### src/rtl/demux1_4_stream.sv
// demux1_4_stream: steers one valid/ready input stream into four independent
// single-entry output holding registers, selected per word by sel.
// Each channel keeps a wrapping count of the items it has delivered.

// One output channel: a single holding register plus its delivery counter.
module demux1_4_stream_chan #(
    parameter int WIDTH = 2,
    parameter int CNT_W = 8
) (
    input  logic             clk,
    input  logic             rst,
    input  logic             load_i,
    input  logic [WIDTH-1:0] data_i,
    input  logic             ready_i,
    output logic [WIDTH-1:0] data_o,
    output logic             valid_o,
    output logic [CNT_W-1:0] cnt_o
);
    logic [WIDTH-1:0] data_q, data_d;
    logic             valid_q, valid_d;
    logic [CNT_W-1:0] cnt_q, cnt_d;

    // Next state: a drain empties the slot and counts; a load in the same
    // cycle refills it, so back-to-back items see no bubble.
    always_comb begin
        data_d  = data_q;
        valid_d = valid_q;
        cnt_d   = cnt_q;
        if (valid_q && ready_i) begin
            valid_d = 1'b0;
            cnt_d   = cnt_q + CNT_W'(1);
        end
        if (load_i) begin
            data_d  = data_i;
            valid_d = 1'b1;
        end
    end

    // State registers; reset discards any held item without counting it.
    always_ff @(posedge clk) begin
        if (rst) begin
            data_q  <= '0;
            valid_q <= 1'b0;
            cnt_q   <= '0;
        end else begin
            data_q  <= data_d;
            valid_q <= valid_d;
            cnt_q   <= cnt_d;
        end
    end

    assign data_o  = data_q;
    assign valid_o = valid_q;
    assign cnt_o   = cnt_q;
endmodule

module demux1_4_stream #(
    parameter int WIDTH = 2,
    parameter int CNT_W = 8
) (
    input  logic               clk,
    input  logic               rst,
    input  logic [WIDTH-1:0]   d_in,
    input  logic [1:0]         sel,
    input  logic               in_valid,
    output logic               in_ready,
    output logic [WIDTH-1:0]   d0,
    output logic [WIDTH-1:0]   d1,
    output logic [WIDTH-1:0]   d2,
    output logic [WIDTH-1:0]   d3,
    output logic [3:0]         out_valid,
    input  logic [3:0]         out_ready,
    output logic [4*CNT_W-1:0] cnt_out
);
    localparam int NUM_CH = 4;

    logic [NUM_CH-1:0][WIDTH-1:0] ch_data;
    logic [NUM_CH-1:0]            ch_load;
    logic                         accept;

    // Only the addressed channel gates acceptance, so a stalled channel never
    // blocks words bound elsewhere. in_valid is deliberately not involved.
    assign in_ready = !out_valid[sel] || out_ready[sel];
    assign accept   = in_valid && in_ready;

    for (genvar k = 0; k < NUM_CH; k++) begin : g_ch
        assign ch_load[k] = accept && (sel == 2'(k));

        demux1_4_stream_chan #(
            .WIDTH (WIDTH),
            .CNT_W (CNT_W)
        ) u_chan (
            .clk     (clk),
            .rst     (rst),
            .load_i  (ch_load[k]),
            .data_i  (d_in),
            .ready_i (out_ready[k]),
            .data_o  (ch_data[k]),
            .valid_o (out_valid[k]),
            .cnt_o   (cnt_out[k*CNT_W +: CNT_W])
        );
    end

    assign d0 = ch_data[0];
    assign d1 = ch_data[1];
    assign d2 = ch_data[2];
    assign d3 = ch_data[3];
endmodule

### config.mk
export PLATFORM = sky130hd
export DESIGN_NAME = demux1_4_stream
export DESIGN_NICKNAME = d
export VERILOG_FILES = /design/src/rtl/demux1_4_stream.sv
export SDC_FILE = /design/constraint.sdc
export NUM_CORES = 1
export LEC_CHECK = 0
export CORE_ASPECT_RATIO = 1.4
export CORE_MARGIN = 10
export CORE_UTILIZATION = 45
export DETAILED_ROUTE_END_ITERATION = 6
export PLACE_DENSITY_LB_ADDON = 0.08
export REMOVE_ABC_BUFFERS = 1
export SYNTH_ARGS = -nofsm -noshare
export SYNTH_HDL_FRONTEND = slang
export SYNTH_SLANG_ARGS = --single-unit
### constraint.sdc
create_clock -name clk -period 1.9 [get_ports clk]
set_input_delay 0.38 -clock clk [delete_from_list [all_inputs] [get_ports clk]]
set_output_delay 0.38 -clock clk [all_outputs]
set_load 0.1 [all_outputs]
Word level (Yosys, flattened, before mapping)
Index checks and enable logic that the tools add are counted.

Muxes and demuxes: 12. Add/sub/neg operators: 4. $lt $le $gt $ge: 1. Equal/unequal tests: 3. Reductions and logical operators: 16.

Operators with widths (number): $add 8x1->8 const B (4); $mux 1 (10); $logic_and 1x1->1 (9); $reduce_bool 2->1 (4); $bmux 1 s2 (2); $eq 2x2->1 const B (2); $lt 2x3->1 const B (1); $eq 2x1->1 const B (1); $logic_not 2->1 (1); $logic_not 1->1 (1); $logic_or 1x1->1 (1).

Output and inout bits: 45. Input bits: 11. Register bits after elaboration: 44.

Longest topological paths before layout
Gate-level depths: netlist of the first run.

Depth after elaboration: 7. Gate-level depth with buffers: 4. Depth with buffers taken out: 4.

Cells and area by module
Synthesis of the first run repeated with hierarchy kept, for this count alone.

Cells, all modules: 213. Area, all modules: 1928.1 um2.

Modules (own cells, without submodules): demux1_4_stream_chan (cells each 51, area an instance 456.7 um2, times used 4); demux1_4_stream (cells each 9, area an instance 101.3 um2, times used 1).

Worst setup path before layout of the first run
OpenSTA, ideal clock, no wires.

Kind: register to register. From: register g_ch[0].u_chan.cnt_q[0]. To: register g_ch[0].u_chan.cnt_q[4]. Setup slack: -94 ps. Setup time: 121 ps. Path buffers: 0. Stages on the path, launching flop included: 5. Arrival time: 1873 ps. Path through: dfxtp_1 ha_1 nand4_1 nor2_1 mux2_2.

Word-level cells in the longest chain between the ends: 1.

Ends and longest elaborated chain: start, declared (RTL line 21) `logic [CNT_W-1:0] cnt_q, cnt_d;`; start signal, assigned (RTL line 48) `cnt_q <= cnt_d;`; $add 8x1->8 (RTL line 31) `cnt_d = cnt_q + CNT_W'(1);`.

No other way between the ends. A chain may end at the register's enable or synchronous reset.

Worst setup path in the final report of the first run
From: register g_ch[1].u_chan.valid_q. To: output port in_ready.

Word-level cells in the longest chain between the ends: 4.

Ends and longest elaborated chain: start, declared (RTL line 20) `logic valid_q, valid_d;`; start signal, assigned (RTL line 47) `valid_q <= valid_d;`; $bmux 1 s2 (RTL line 83) `assign in_ready = !out_valid[sel] || out_ready[sel];`; $mux 1 (not written as such) (RTL line 83); $logic_not 1->1 (RTL line 83); $logic_or 1x1->1 (RTL line 83); end, declared (RTL line 66) `output logic in_ready,`.

No other way between the ends. The select of a mux whose other input is x is not followed.

==> results.md, run 1 <==
Logic synthesis:
- Summed over its instances, the top area cell type makes up between 40% and 50% of the synthesized netlist area.
- Ranked by total cell area, the synthesized netlist is headed by sky130_fd_sc_hd__dfxtp_1 (44%), sky130_fd_sc_hd__a21oi_1 (8.3%), sky130_fd_sc_hd__nand3_1 (5.3%).
- The library cell with the highest instance count after synthesis is sky130_fd_sc_hd__dfxtp_1.
- Ranked by instance count, the synthesized netlist is headed by sky130_fd_sc_hd__dfxtp_1 (44), sky130_fd_sc_hd__a21oi_1 (33), sky130_fd_sc_hd__nand3_1 (21).
- The post-synthesis cell area is 0.00200 sq mm.
- Yosys mapped the design onto 29 distinct sky130hd cell types.
- In this run, synthesis inferred 0 flip-flops with an integrated enable.
- The flip-flop and latch count after synthesis is 44.
- Summing the areas of all compound-gate instances in the mapped netlist gives 15.5% of the synthesized area.
- The top cell type by total area after synthesis is sky130_fd_sc_hd__dfxtp_1.
- The share of synthesized area occupied by flip-flops and latches is roughly 44%.
- The synthesized netlist devotes 2.51% of its cell area to adder and majority cells.
- The number of warning messages in the yosys log is 0.
- The XOR/XNOR share of the synthesized area is roughly 3.5%.
- The number of cells produced by synthesis is 230.
- Counting flops with an async set or reset pin after synthesis yields a share of 0%.
- The post-synthesis simple-gate area fraction is 28.1%.
- The average cell area after synthesis is 8.68 sq um.
- Of the post-synthesis cell area, the part taken by muxes is 2.82%.
- The dominant combinational cell family by area after synthesis is simple AND/OR/NAND/NOR gates.
- For this run, the leading register cell type out of synthesis is sky130_fd_sc_hd__dfxtp_1.

Clocking:
- In this run the deepest clock path goes through 2 buffers.
- The H-tree was split into 2 levels.
- The clock buffer count from CTS is 5.
- The count of clock tree sinks is 44.
- TritonCTS built the clock tree.
- The tree is rooted in a sky130_fd_sc_hd__clkbuf_8.
- The clock-pin slew reported for the worst setup and hold paths after clock tree synthesis is 0.08 ns.
- After clock tree synthesis, the flow added hold-fix buffers numbering 0.
- The clock reaches the later pin of the worst-skew pair after 0.29 ns.

Placement:
- The half-perimeter wire length after placement is 3830 um.
- The cell area after placement is 0.00304 sq mm.
- The cell count after placement is 352.
- The number of port buffers is 55.
- The final weighted congestion of routability-driven global placement is 0.745.

STA:
- The number of slew-limit violations in the final report is 0.
- The final worst hold slack is between 0.4 and 0.5 ns.
- The number of hold violations in the final report came to 0.
- The worst clock skew is about 0.0041 ns.
- Headroom to the max-slew limit came out at between 80% and 90%.
- In the post-route analysis, the smallest setup slack over all paths is -0.0624 ns.
- The transition at the pin with the smallest max-transition slack is 0.279 ns.
- Based on the critical path, the design can be clocked at up to 510 MHz.
- Setup violations remaining at the end of the flow were counted as 1.
- Setup repair after global routing could not meet its margin everywhere.
- The worst path uses 103% of the clock period.
- Counting I/O delays and the setup requirement, the final critical path takes between 1.5 and 2 ns.

GRT:
- Summed over all layers, the global routing overflow is 0.
- The number of antenna violations at the first check in global routing is 0.
- The global-route wire length before repair is 8320 um.
- The via count of the first global-routing pass is 1835.
- The overall track demand over capacity in global routing is 13.0%.
- Entering global routing, the biggest net connects 48 pins.

Floorplan:
- The starting density of the core is 46.7%.
- Pin placement for this block handled 56 I/O pins.
- The vertical die dimension is a little under 100 um.
- The area of the die is 0.00754 sq mm.
- After floorplanning, the core was divided into 28 placement rows.
- The core region is roughly 0.0043 sq mm.
- Measured along the x axis, the die boundary spans 76.3 um.

Job:
- Max-cap violations in this run came to 0.

Critical path:
- The startpoint identified for the worst register-to-register timing path is g_ch[1].u_chan.valid_o$_SDFFE_PP0P_.
- The worst setup path is launched from a flip-flop.
- Data on the critical path arrives at its endpoint at 1.58 ns.
- In this run the worst path has a maximum fanout of 3.
- The data required time at the worst endpoint is 1.52 ns.
- The critical path in this run is classified as flip-flop to output port.
- The endpoint class of the critical path is an output port.
- The start point of the critical path is g_ch[1].u_chan.valid_o$_SDFFE_PP0P_.
- The worst register-to-register path has a depth of 6.

Power and ir drop:
- IR analysis of the VDD net gives a maximum drop of 0.000580 V.
- The internal power of the cells totals 1.32 mW.
- In this run the power density over the cells is 569 mW/mm^2.
- Of the total power, the share spent switching nets is 26.4%.
- The share of total power in sequential cells is 52.7%.
- Per report_power, the combinational group accounts for 13.4% of the total.
- The standby leakage power is 1.15 nW.
- Summed over all nets, the switching power comes to roughly 0.47 mW.
- In this run, the clock network consumes 33.9% of the power.

Drt:
- The number of nets with antenna violations after routing is 0.
- For this block, the routed nets add up to 4960 um of wire.
- In the routed layout, each cell is associated on average with a via count of 5.28.
- In the routed design, unresolved DRC markers number 0.
- The vias after detailed routing is 1915.
- The DRC violation total after the first TritonRoute iteration is 101.
- The final routed wire length divided by cell count is 13.7 um.
- The count of TritonRoute iterations in the first routing pass is 4.

Final layout:
- The post-synthesis to final-layout area growth is 57.4%.
- The finished cells cover 0.00314 sq mm.
- 0 antenna diodes ended up in the layout.
- After the last flow step, the layout net total stands at around 320.
- The fill cell instance count of the final layout is 337.
- Of the cells placed in the final design, the portion with a size suffix greater than 1 is about 28%.
- The finished layout holds 363 standard cells, fillers aside.

Status:
- The checks that failed: setup timing.
- The run finished, with violations left.

Worst hold path:
- The startpoint identified for the worst hold timing path is g_ch[2].u_chan.cnt_o[7]$_SDFFE_PP0P_.
- The class of the tightest hold or removal check is flip-flop to flip-flop.
- Counting instances, the worst hold path has a depth of 2.
## worst max-delay path, cell delays in order (launching register included)
cell and delay [ns]:
sky130_fd_sc_hd__dfxtp_2 0.33, sky130_fd_sc_hd__or2b_1 0.26, sky130_fd_sc_hd__mux4_2 0.51, sky130_fd_sc_hd__buf_12 0.19
## cell usage in the layout (no fill, tap or decap), types with 14 or more instances in the layout
master and count:
sky130_fd_sc_hd__a21oi_1 33, sky130_fd_sc_hd__nor2_1 14, sky130_fd_sc_hd__nand3_1 21, sky130_fd_sc_hd__nand2_1 16, sky130_fd_sc_hd__dfxtp_1 43, sky130_fd_sc_hd__buf_12 36
sky130_fd_sc_hd__buf_4 29, sky130_fd_sc_hd__o21ai_0 17
## power by group through the flow
stage	Clock, mW	Sequential, mW	Combinational [mW]
3_3_place_gp	0	0.963	0.240
5_1_grt	0.658	0.944	0.253
2_1_floorplan	0	1.05	0.0356
4_1_cts	0.619	0.942	0.239
3_5_place_dp	0	0.964	0.241
6_report	0.607	0.942	0.240
## worst paths after layout
| path | endpoint | slack, ns |
|---|---|---|
| worst max-delay path | in_ready | -0.06 |
| worst min-delay path | g_ch[2].u_chan.cnt_o[7]$_SDFFE_PP0P_ | 0.48 |
| worst min register to register | g_ch[2].u_chan.cnt_o[7]$_SDFFE_PP0P_ | 0.48 |
| worst max register to register | g_ch[1].u_chan.cnt_o[5]$_SDFFE_PP0P_ | 0.40 |
## timing repair
action	in CTS	in global routing
setup endpoints to repair	1	1
buffers inserted	1	2
resized for setup	6	0
## sequential cells by signal (all words and copies together) (netlist names)
signal,flops
g_ch.u_chan.valid_o,4
g_ch.u_chan.data_o,8
g_ch.u_chan.cnt_o,32
## cells by family (layout without fill, tap and decap cells)
logic type	count (synthesis)	in the layout
flops	44	44
buf+inv	14	87
xor+xnor	8	8
mux	4	4
compound gates	58	58
fa+ha+maj	4	4
simple gates	98	98
## per-stage QoR
step / setup slack (ns) / setup TNS, ns / power [mW] / util (%)
finish: -0.0624 / -0.0624 / 1.79 / 73.5
floorplan: -0.581 / -1.77 / 1.08 / -
CTS: -0.0923 / -0.0923 / 1.80 / 73.2
detailed placement: -0.258 / -0.258 / 1.21 / 71.0
global route: -0.0968 / -0.0968 / 1.86 / 73.5
global placement: -0.254 / -0.254 / 1.20 / 71.0
## cell type report
| type | count | area, sq um | share of cell area [%] |
|---|---|---|---|
| inverter | 4 | 15.0 | 0.478 |
| clock buffer | 8 | 90.1 | 2.87 |
| sequential | 44 | 882 | 28.1 |
| tap | 60 | 75.1 | 2.39 |
| timing repair buffer | 75 | 1030 | 32.8 |
| multi-input combinational | 172 | 1050 | 33.4 |
## per-layer routing
layer / share of wire, % / global-route usage [%] / routed length, um
met2: 49 / 22.1 / 2450
met3: 8.0 / 5.91 / 396
met5: 0 / 0 / 0
met1: 42 / 13.7 / 2070
met4: 0.89 / 5.16 / 44
No activity file was read; power rests on OpenSTA's default activity.
==> run 2, diff against run 1 <==
--- a/config.mk
+++ b/config.mk
@@ -9,8 +9,10 @@
 export CORE_MARGIN = 10
 export CORE_UTILIZATION = 45
 export DETAILED_ROUTE_END_ITERATION = 6
+export GPL_TIMING_DRIVEN = 0
 export PLACE_DENSITY_LB_ADDON = 0.08
 export REMOVE_ABC_BUFFERS = 1
+export SKIP_CTS_REPAIR_TIMING = 1
 export SYNTH_ARGS = -nofsm -noshare
 export SYNTH_HDL_FRONTEND = slang
 export SYNTH_SLANG_ARGS = --single-unit
==> constraint.sdc (replaced) <==
create_clock -name clk -period 2.4 [get_ports clk]
set_input_delay 0.48 -clock clk [delete_from_list [all_inputs] [get_ports clk]]
set_output_delay 0.48 -clock clk [all_outputs]
set_load 0.1 [all_outputs]
==> results.md, run 2 (synthesis gave the netlist of run 1 again) <==
Final layout:
- The fill cell instance count of the final layout is 397.
- The total non-filler cell area in the finished layout is around 0.0027 sq mm.
- Leaving out fill and tap cells, the most frequent cell in the layout is sky130_fd_sc_hd__dfxtp_1.
- In the layout the commonest cells are sky130_fd_sc_hd__dfxtp_1 (44), sky130_fd_sc_hd__a21oi_1 (33), sky130_fd_sc_hd__clkdlybuf4s50_1 (30).
- The repair_antennas step left the layout with diodes totalling 0.
- In the final design database the tool counted 297 nets.
- The number of flip-flops in the largest register is 32.
- The post-route netlist has 7.42% of its cells at a drive strength greater than 1.
- The final standard cell utilization of the core is between 60% and 70%.
- The area growth from synthesis to layout is 36.6%.

Critical path:
- The worst-path cell with the longest stage delay is sky130_fd_sc_hd__clkdlybuf4s50_1.
- The largest single stage delay on the critical path is approximately 1.2 ns.
- The setup path with the least slack is of type flip-flop to output port.
- STA puts the critical path data arrival time at approximately 1.9 ns.
- Among cell families on the critical path, the largest total delay comes from buffers and inverters.
- At the worst endpoint, the required time is about 1.9 ns.
- The number of buffers and inverters on the critical path is 1.
- The endpoint class of the critical path is an output port.
- The signal on the critical path passes through clkdlybuf4s50_1.
- The worst setup path is launched from a flip-flop.
- Along the worst path, the maximum fanout reaches 4.

STA:
- The final critical delay including setup and external delays is approximately 2.4 ns.
- The final worst hold slack is 0.476 ns.
- Setup violations remaining at the end of the flow were counted as 0.
- Setup slack closes at 0.0482 ns.
- The headroom to the max-slew limit is 33.8%.
- Across the routed clock network, the largest skew measured is roughly 0.0061 ns.
- Setup repair after global routing left no endpoint under its margin.
- At the pin with the least slew margin, the transition time is slightly below 1 ns.
- The final critical path takes up 98.0% of the cycle.
- For this run, the top clock speed supported by timing is 425 MHz.
- The number of hold violations in the final report is 0.
- The number of slew-limit violations in the final report came to 0.
- Setup total negative slack on the finished layout was measured at 0 ns.

Floorplan:
- The chip width is 76.3 um.
- For this design the top-level I/O count stands at 56.
- The die is 98.8 um tall.
- The region available for standard cell placement spans 0.00427 sq mm.
- The die covers 0.00754 sq mm.
- For this configuration, the core starts out at a cell density of 46.7%.
- The cell row count is 28.

Worst hold path:
- The class of the tightest hold or removal check is flip-flop to flip-flop.

Clocking:
- The CTS root buffer is sky130_fd_sc_hd__clkbuf_8.
- The clock buffer count from CTS is 5.
- At the later pin of the worst-skew pair, clock insertion delay measures 0.30 ns.
- Clock tree synthesis found a total of 44 sinks.
- The TritonCTS clock tree is done.
- The H-tree generated during clock tree synthesis spans 2 levels.
- The clock-pin slew reported for the worst setup and hold paths after clock tree synthesis is 0.09 ns.
- The worst-case clock buffer depth is 2.

GRT:
- The pin count of the biggest net entering global routing is 48.
- The via count of the first global-routing pass is 1656.
- The number of antenna violations at the first check in global routing is 0.
- Global routing used 12.2% of the available tracks.
- The residual overflow from global routing is 0.
- The first global-routing pass estimated 7900 um of wire.

Job:
- The number of max-cap violations is 0.

Drt:
- The count of TritonRoute iterations in the first routing pass is 4.
- In the routed design, unresolved DRC markers number 0.
- The ratio of routed vias to standard cells is 5.29.
- In this run, the number of DRC markers left after iteration 0 of detailed routing was 92.
- The final routed wire length divided by cell count is ~14 um.
- The total wirelength of the detailed-routed design is 4680 um.
- Summing over every cut layer, the via total after detailed routing is 1816.
- Once detail routing completed, the nets flagged for antenna violations numbered 0.

Power and ir drop:
- The analysis attributes to cell leakage a power of 1.24 nW.
- VDD sags by at most around 0.00033 V.
- The total power density per cell area is 537 mW/mm^2.

Status:
- The flow ran to the end, and the final reports show no timing, DRC or antenna violations.

Placement:
- In this run the cell area measured after placement is about 0.0026 sq mm.
- Buffers placed on the I/O ports in this run total 55.
- At the placement stage, the worst setup path has a slack of -0.884 ns.
- The half-perimeter wire length after placement is around 3400 um.
- The congestion estimate from routability-driven global placement came to between 0.6 and 0.7.
[run 2: cell types whose count changed in the layout (fill, tap and decap cells not counted), sizes merged]
cell,change
clkbuf,-2
clkinv,+1
clkdlybuf4s50,+25
dlygate4sd2,-5
bufinv,+1
dlymetal6s2s,+23
buf,-63
[run 2: final cells by class]
class | count | area, sq um | area share [%]
Multi-Input combinational cell | 172 | 1050 | 38.4
Sequential cell | 44 | 881 | 32.3
Timing Repair Buffer | 55 | 601 | 22.0
Tap cell | 60 | 75.1 | 2.75
Clock buffer | 6 | 72.6 | 2.66
Clock inverter | 2 | 35.0 | 1.28
Inverter | 4 | 15.0 | 0.550
[run 2: routing by layer]
layer  vias to the layer above  wire length, um  track usage [%]
li1                        934                -                -
met1                       831             2050             14.3
met2                        46             2150             18.8
met3                         5              434             6.00
met4                         0               48             4.73
met5                         -                0                0
[run 2: path summary, 6_finish.rpt]
| kind | slack [ns] | from | depth (start not counted) | end |
|---|---|---|---|---|
| max | 0.05 | g_ch[3].u_chan.cnt_o[0]$_SDFFE_PP0P_ | 1 | cnt_out[24] |
| min | 0.48 | g_ch[3].u_chan.cnt_o[7]$_SDFFE_PP0P_ | 2 | g_ch[3].u_chan.cnt_o[7]$_SDFFE_PP0P_ |
| max reg2reg | 1.02 | g_ch[1].u_chan.valid_o$_SDFFE_PP0P_ | 3 | g_ch[1].u_chan.cnt_o[7]$_SDFFE_PP0P_ |
| min reg2reg | 0.48 | g_ch[3].u_chan.cnt_o[7]$_SDFFE_PP0P_ | 2 | g_ch[3].u_chan.cnt_o[7]$_SDFFE_PP0P_ |
[run 2: power breakdown]
group / switching, mW / internal [mW]
registers: 0.00999 / 0.738
clock network: 0.251 / 0.309
logic: 0.112 / 0.0424
[run 2: stage by stage]
step | power, mW | std cells
floorplan | 0.858 | 220
global placement | 0.923 | 335
detailed placement | 0.922 | 335
CTS | 1.48 | 343
global route | 1.52 | 343
finish | 1.46 | 343
